===== config.mk =====
export PLATFORM = sky130hd
export DESIGN_NAME = step_scheduler
export DESIGN_NICKNAME = d
export VERILOG_FILES = /design/src/rtl/step_scheduler.sv
export SDC_FILE = /design/constraint.sdc
export NUM_CORES = 1
export LEC_CHECK = 0
export ABC_AREA = 0
export CAP_MARGIN = 10
export CORE_MARGIN = 1
export CORE_UTILIZATION = 30
export DETAILED_ROUTE_END_ITERATION = 7
export PLACE_DENSITY_LB_ADDON = 0.15
export SLEW_MARGIN = 15
export SYNTH_ARGS = -nofsm -noshare
export SYNTH_HDL_FRONTEND = slang
export SYNTH_SLANG_ARGS = --single-unit

===== constraint.sdc =====
create_clock -name clk -period 16 [get_ports clk]
set_input_delay 3.2 -clock clk [delete_from_list [all_inputs] [get_ports clk]]
set_output_delay 3.2 -clock clk [all_outputs]
set_load 0.02 [all_outputs]

===== src/rtl/step_scheduler.sv =====
// step_scheduler: game-flow controller for the dance game.
//   Issues one change_tick per beat to the arrow generator, latches the three
//   lane arrows it returns, judges presses inside a hit window and keeps
//   score / combo / lives.
// Ports:
//   clk, rst_n            clock, async active-low reset
//   start                 one-cycle game start pulse (honoured in IDLE/OVER)
//   n1..n3                generator arrows (0..3 direction, 4 = none)
//   press[2:0], dir1..3   per-lane press pulse and held direction
//   change_tick           registered strobe, high while tick_cnt = 0 in PLAY
//   target1..3            latched lane arrows
//   score/combo/lives     saturating game counters
//   beat_cnt, state       beats in current phase, 0 IDLE 1 COUNT 2 PLAY 3 OVER
//   game_over             state == OVER

// Per-lane target/pending tracking and hit/miss classification.
module step_scheduler_lane (
  input  logic       clk,
  input  logic       rst_n,
  input  logic       start_i,  // new game: clear target to "no arrow"
  input  logic       clr_i,    // drop pending without touching target
  input  logic       latch_i,  // capture generator arrow
  input  logic       win_i,    // hit window open (already gated by PLAY)
  input  logic       tmo_i,    // window just closed
  input  logic       press_i,
  input  logic [1:0] dir_i,
  input  logic [2:0] n_i,
  output logic [2:0] tgt_o,
  output logic       hit_o,
  output logic       miss_o
);
  logic [2:0] tgt_q, tgt_d;
  logic       pend_q, pend_d;

  always_comb begin
    hit_o  = pend_q && win_i && press_i && (dir_i == tgt_q[1:0]);
    miss_o = pend_q && ((win_i && press_i && (dir_i != tgt_q[1:0])) || tmo_i);
    tgt_d  = tgt_q;
    pend_d = pend_q;
    if (start_i) begin
      tgt_d  = 3'd4;
      pend_d = 1'b0;
    end else if (clr_i) begin
      pend_d = 1'b0;
    end else if (latch_i) begin
      tgt_d  = n_i;
      pend_d = (n_i != 3'd4);
    end else if (hit_o || miss_o) begin
      pend_d = 1'b0;
    end
  end

  always_ff @(posedge clk or negedge rst_n) begin
    if (!rst_n) begin
      tgt_q  <= 3'd4;
      pend_q <= 1'b0;
    end else begin
      tgt_q  <= tgt_d;
      pend_q <= pend_d;
    end
  end

  assign tgt_o = tgt_q;
endmodule

module step_scheduler #(
  parameter int BEAT_TICKS      = 25000000,
  parameter int WINDOW_TICKS    = 5000000,
  parameter int SONG_BEATS      = 64,
  parameter int LIVES           = 3,
  parameter int COUNTDOWN_BEATS = 4
) (
  input  logic        clk,
  input  logic        rst_n,
  input  logic        start,
  input  logic [2:0]  n1,
  input  logic [2:0]  n2,
  input  logic [2:0]  n3,
  input  logic [2:0]  press,
  input  logic [1:0]  dir1,
  input  logic [1:0]  dir2,
  input  logic [1:0]  dir3,
  output logic        change_tick,
  output logic [2:0]  target1,
  output logic [2:0]  target2,
  output logic [2:0]  target3,
  output logic [15:0] score,
  output logic [7:0]  combo,
  output logic [1:0]  lives,
  output logic [7:0]  beat_cnt,
  output logic [1:0]  state,
  output logic        game_over
);
  localparam int NUM_LANES = 3;
  localparam int TW        = $clog2(BEAT_TICKS);

  typedef enum logic [1:0] {S_IDLE = 2'd0, S_COUNT = 2'd1, S_PLAY = 2'd2, S_OVER = 2'd3} state_e;

  state_e        state_q, state_d;
  logic [TW-1:0] tick_q, tick_d;
  logic [7:0]    beat_q, beat_d;
  logic [15:0]   score_q, score_d;
  logic [7:0]    combo_q, combo_d;
  logic [1:0]    lives_q, lives_d;
  logic          change_tick_q, change_tick_d;

  logic [NUM_LANES-1:0][2:0] n_all, tgt_all;
  logic [NUM_LANES-1:0][1:0] dir_all;
  logic [NUM_LANES-1:0]      hit, miss;

  logic play_act, tick_wrap, song_end, lane_start, lane_clr;
  logic latch, win, tmo;
  logic [1:0]  hit_cnt, miss_cnt;
  logic [17:0] score_sum;
  logic [8:0]  combo_sum;

  assign n_all   = {n3, n2, n1};
  assign dir_all = {dir3, dir2, dir1};

  // Judging is suppressed in the cycle where lives has already hit 0.
  assign play_act   = (state_q == S_PLAY) && (lives_q != 2'd0);
  assign tick_wrap  = (int'(tick_q) == BEAT_TICKS - 1);
  assign song_end   = tick_wrap && (int'(beat_q) == SONG_BEATS);
  assign latch      = play_act && (int'(tick_q) == 1);
  assign win        = play_act && (int'(tick_q) >= 2) && (int'(tick_q) < WINDOW_TICKS + 2);
  assign tmo        = play_act && (int'(tick_q) == WINDOW_TICKS + 2);
  assign lane_start = ((state_q == S_IDLE) || (state_q == S_OVER)) && start;
  assign lane_clr   = (state_q == S_PLAY) && ((lives_q == 2'd0) || song_end);

  for (genvar i = 0; i < NUM_LANES; i++) begin : g_lane
    step_scheduler_lane u_lane (
      .clk     (clk),
      .rst_n   (rst_n),
      .start_i (lane_start),
      .clr_i   (lane_clr),
      .latch_i (latch),
      .win_i   (win),
      .tmo_i   (tmo),
      .press_i (press[i]),
      .dir_i   (dir_all[i]),
      .n_i     (n_all[i]),
      .tgt_o   (tgt_all[i]),
      .hit_o   (hit[i]),
      .miss_o  (miss[i])
    );
  end

  always_comb begin
    hit_cnt  = 2'd0;
    miss_cnt = 2'd0;
    for (int i = 0; i < NUM_LANES; i++) begin
      hit_cnt  = hit_cnt + 2'(hit[i]);
      miss_cnt = miss_cnt + 2'(miss[i]);
    end
    // Every hit in a cycle earns 10 + the combo from before that cycle.
    score_sum = {2'b00, score_q} + 18'(hit_cnt) * (18'd10 + 18'(combo_q));
    combo_sum = 9'(combo_q) + 9'(hit_cnt);
  end

  always_comb begin
    state_d = state_q;
    tick_d  = tick_q;
    beat_d  = beat_q;
    score_d = score_q;
    combo_d = combo_q;
    lives_d = lives_q;
    case (state_q)
      S_IDLE, S_OVER: begin
        tick_d = '0;
        if (start) begin
          state_d = S_COUNT;
          beat_d  = 8'd0;
          score_d = 16'd0;
          combo_d = 8'd0;
          lives_d = 2'(LIVES);
        end
      end
      S_COUNT: begin
        tick_d = tick_wrap ? '0 : tick_q + TW'(1);
        if (tick_wrap) begin
          if (int'(beat_q) == COUNTDOWN_BEATS - 1) begin
            state_d = S_PLAY;
            beat_d  = 8'd0;
          end else begin
            beat_d = beat_q + 8'd1;
          end
        end
      end
      S_PLAY: begin
        if (lives_q == 2'd0) begin
          state_d = S_OVER;
          tick_d  = '0;
        end else begin
          tick_d = tick_wrap ? '0 : tick_q + TW'(1);
          // beat_cnt steps in the change_tick cycle, so it reads 1..SONG_BEATS
          // over the body of each beat.
          if (tick_q == '0) beat_d = beat_q + 8'd1;
          score_d = (score_sum > 18'h0FFFF) ? 16'hFFFF : score_sum[15:0];
          if (miss_cnt != 2'd0)      combo_d = 8'd0;
          else if (combo_sum > 9'd255) combo_d = 8'hFF;
          else                       combo_d = combo_sum[7:0];
          lives_d = (lives_q > miss_cnt) ? lives_q - miss_cnt : 2'd0;
          if (song_end) begin
            state_d = S_OVER;
            tick_d  = '0;
          end
        end
      end
      default: state_d = S_IDLE;
    endcase
    change_tick_d = (state_d == S_PLAY) && (tick_d == '0);
  end

  always_ff @(posedge clk or negedge rst_n) begin
    if (!rst_n) begin
      state_q       <= S_IDLE;
      tick_q        <= '0;
      beat_q        <= 8'd0;
      score_q       <= 16'd0;
      combo_q       <= 8'd0;
      lives_q       <= 2'd0;
      change_tick_q <= 1'b0;
    end else begin
      state_q       <= state_d;
      tick_q        <= tick_d;
      beat_q        <= beat_d;
      score_q       <= score_d;
      combo_q       <= combo_d;
      lives_q       <= lives_d;
      change_tick_q <= change_tick_d;
    end
  end

  assign change_tick = change_tick_q;
  assign target1     = tgt_all[0];
  assign target2     = tgt_all[1];
  assign target3     = tgt_all[2];
  assign score       = score_q;
  assign combo       = combo_q;
  assign lives       = lives_q;
  assign beat_cnt    = beat_q;
  assign state       = state_q;
  assign game_over   = (state_q == S_OVER);
endmodule


==> flow_summary_export.csv <==
group,metric,value,unit
run_status,status,"finished, final reports clean",
synthesis,syn_inst,646,
placed_design,place_inst,910,
floorplanning,rows,48,
power,p_leak,2.73,nW
worst_setup_path,crit_required,16260,ps
placed_design,place_area,6270,µm²
sta,slew_violations,0,
worst_setup_path,arrival,7640,ps
synthesis,synth_top_family_by_area,"simple AND/OR/NAND/NOR gates",
floorplanning,initial_core_util,31.1,%
synthesis,synth_compound_area_share,20.6,%
grt,grtUsageTotal,16.6,%
worst_setup_path,worstSetupPathType,"in -> reg",
worst_setup_path,start_kind,"input pin",
synthesis,syn_area,5430,µm²
synthesis,muxShareOfSynthArea,0.207,%
grt,grt_max_degree,75,
sta,fmax,0.135,GHz
route,dr.pass1.iters,7,
placed_design,place.gp.congestion,0.863,
sta,rsz0062_at_grt,"no",
clocking,clock-root-buffer,"clkbuf_16",
layout,seq_area,1860,µm²
sta,hold_viol,0,
synthesis,seq_area_frac_synth,34.2,%
layout,stdcell_count,926,
clocking,cts_tree,"done",
layout,nets,757,
synthesis,synthSimpleGateAreaFrac,22.0,%
route,drcViolationCount,0,
sta,slew-limit-headroom,31.2,%
worst_setup_path,slowest_stage,"fa_1",
route,first_iter_violations,241,
clocking,htree_levels,3,
route,final_antenna_net_count,0,
route,num_vias,4802,
floorplanning,die_height,137,µm
placed_design,hpwl,10600,µm
route,vias_per_cell,5.19,
route,finalWirelength,14400,µm
synthesis,synth_cell_types,65,
placed_design,numPortBuffers,67,
worst_setup_path,critical_path.max_fanout,9,
synthesis,syn_nets,707,
synthesis,synth-adder-area-share,11.0,%
synthesis,ys_warn_count,0,
synthesis,synthFlopType,"dfrtp_1",
flow_run,maxCapViolations,0,
power,vdd_drop_max,0.0595,mV
worst_setup_path,crit_path_end_kind,"flop",
clocking,path_clk_slew,60,ps
clocking,clock_latency,350,ps
clocking,post_cts_resized,0,
layout,fillers,1777,
grt,grt_overflow,0,
layout,syn_to_final_growth,21.4,%
sta,fin_worst_skew,8.87,ps
sta,setup_tns,0,ps
layout,antenna_cells,0,
worst_hold_path,min_path_type,"reg -> reg",
synthesis,avgSynthCellArea,8.41,µm²
grt,grt_pass1_vias,4687,
floorplanning,io_pins,68,
synthesis,synth_seq_cells,74,
clocking,cts_buffer_depth,2,
sta,setup_violations,0,
worst_setup_path,path_cells,"clkdlybuf4s50_1 > xor2_1 > nor3_1 > fa_1 > nand2_1 > fa_1 > inv_1 > ha_1 > inv_1 > fa_1 > nor2b_1 > o31a_1 > o31ai_1 > a2111o_1 > a21oi_1 > a41oi_1 > a211oi_1",
sta,worst_pin_slew,1030,ps
layout,multi_input_area,3230,µm²
sta,period_minus_slack,7380,ps
layout,layout-drive-gt1-share,4.99,%
clocking,cts_buffers,9,
synthesis,synth_edf_count,0,
power,finalPower,0.596,mW
layout,design_area,6590,µm²
power,p_per_area,90.4,nW/µm²
floorplanning,core_area,17500,µm²
grt,antenna_found_initial,0,
clocking,cts_setup_buffers,0,
placed_design,dp_slack,8240,ps
floorplanning,die_area,18600,µm²
synthesis,synth_xor_area_share,5.64,%
synthesis,synthArstFlopShare,100,%
sta,post-route-period-util,46.1,%
route,wl_per_cell,15.6,µm
floorplanning,die_w,137,µm
grt,grt_pass1_wl,24100,µm
clocking,cts_hold_buf,0,
sta,setup_ws,8620,ps
clocking,cts_sinks,74,
worst_setup_path,slowest_delay,740,ps
worst_setup_path,path_common_cell,"fa_1",
cell usage after synthesis (8+ instances only):
library cell | number | area share, %
and3_1 | 9 | 1.0
dfrtp_1 | 71 | 33
clkbuf_1 | 24 | 1.7
xnor2_1 | 24 | 3.9
a21oi_1 | 42 | 3.9
nand2_1 | 53 | 3.7
nor3_1 | 11 | 1.0
nand3_1 | 21 | 1.9
nor2_1 | 66 | 4.6
o22a_1 | 8 | 1.3
o31ai_1 | 9 | 1.2
xor2_1 | 11 | 1.8
inv_1 | 57 | 3.9
o21ai_0 | 52 | 4.8
a31oi_1 | 8 | 0.92
fa_1 | 13 | 4.8
nand2b_1 | 9 | 1.0
nand4_1 | 16 | 1.8
ha_1 | 27 | 6.2
registers in the layout, indices dropped and copies added, names as in the netlist, 2 cells and up:
name / flops
combo: 8
tick_q: 25
g_lane.u_lane.pend_q: 3
g_lane.u_lane.tgt_o: 9
state: 2
beat_cnt: 8
score: 16
lives: 2
through the flow:
step	hold slack [ps]	utilization (%)
floorplan	496	-
global placement	494	35.9
detailed placement	511	35.9
CTS	526	37.7
global route	574	37.7
finish	519	37.7
cell type report:
| class | count | area share (%) |
|---|---|---|
| tap | 225 | 4.27 |
| multi-input combinational | 484 | 49.0 |
| timing repair buffer | 70 | 10.5 |
| inverter | 57 | 3.25 |
| clock inverter | 7 | 1.42 |
| clock buffer | 9 | 3.42 |
| sequential | 74 | 28.2 |
path summary, 6_finish.rpt:
kind | from | end | slack, ps | cells past startpoint
worst min register to register | score[9]$_DFFE_PN0P_ | score[9]$_DFFE_PN0P_ | 520 | 2
worst min-delay path | score[9]$_DFFE_PN0P_ | score[9]$_DFFE_PN0P_ | 520 | 2
worst max register to register | state[0]$_DFF_PN0_ | score[15]$_DFFE_PN0P_ | 9340 | 22
worst max-delay path | dir1[1] | score[15]$_DFFE_PN0P_ | 8620 | 17
max in group asynchronous | rst_n | g_lane[2].u_lane.tgt_o[1]$_DFFE_PN0P_ | 12340 | 1
min in group asynchronous | rst_n | beat_cnt[2]$_DFFE_PN0P_ | 3010 | 1
power by group:
group / switching [mW] / total (mW) / internal, mW
clock network: 0.0869 / 0.223 / 0.136
logic: 0.0949 / 0.156 / 0.0609
registers: 0.0170 / 0.217 / 0.200
cell families after synthesis:
logic type | count (synthesis)
AND/OR/NAND/NOR | 234
AO/OA/AOI/OAI | 174
buffers and inverters | 88
flip-flops | 74
adder cells (fa/ha/maj) | 40
XOR/XNOR | 35
multiplexers | 1
critical path, delay by kind of cell:
kind / cells / cell delay, ps
adder cells (fa/ha/maj): 4 / 1770
AO/OA/AOI/OAI: 6 / 1450
buffers and inverters: 3 / 610
AND/OR/NAND/NOR: 3 / 400
XOR/XNOR: 1 / 230
routing by layer:
metal	part of all wire (%)	wire [µm]	GRT usage [%]
met1	51	7280	23.3
met2	45	6440	25.3
met3	3.9	566	4.11
met4	0.87	125	4.07
met5	0	0	0
cell usage in the layout, fill, tap and decap left out, types with 4 or more instances in the layout:
cell / count
nand2b_1: 9
nand3_1: 21
nor2b_1: 7
nor2_1: 66
o21a_1: 4
xor2_1: 11
clkdlybuf4s50_1: 66
and3_1: 9
inv_1: 57
o22a_1: 8
a22o_1: 6
or4_1: 6
buf_4: 4
ha_1: 27
and4_1: 6
nor3_1: 11
dfrtp_1: 71
a21oi_1: 42
nor4_1: 5
o21ai_0: 52
a211oi_1: 7
o211ai_1: 4
nand2_1: 53
a31oi_1: 8
clkbuf_16: 9
a2bb2oi_1: 4
nand4_1: 16
or3_1: 5
fa_1: 13
o31ai_1: 9
xnor2_1: 24
(Power assumes the default switching activity.)
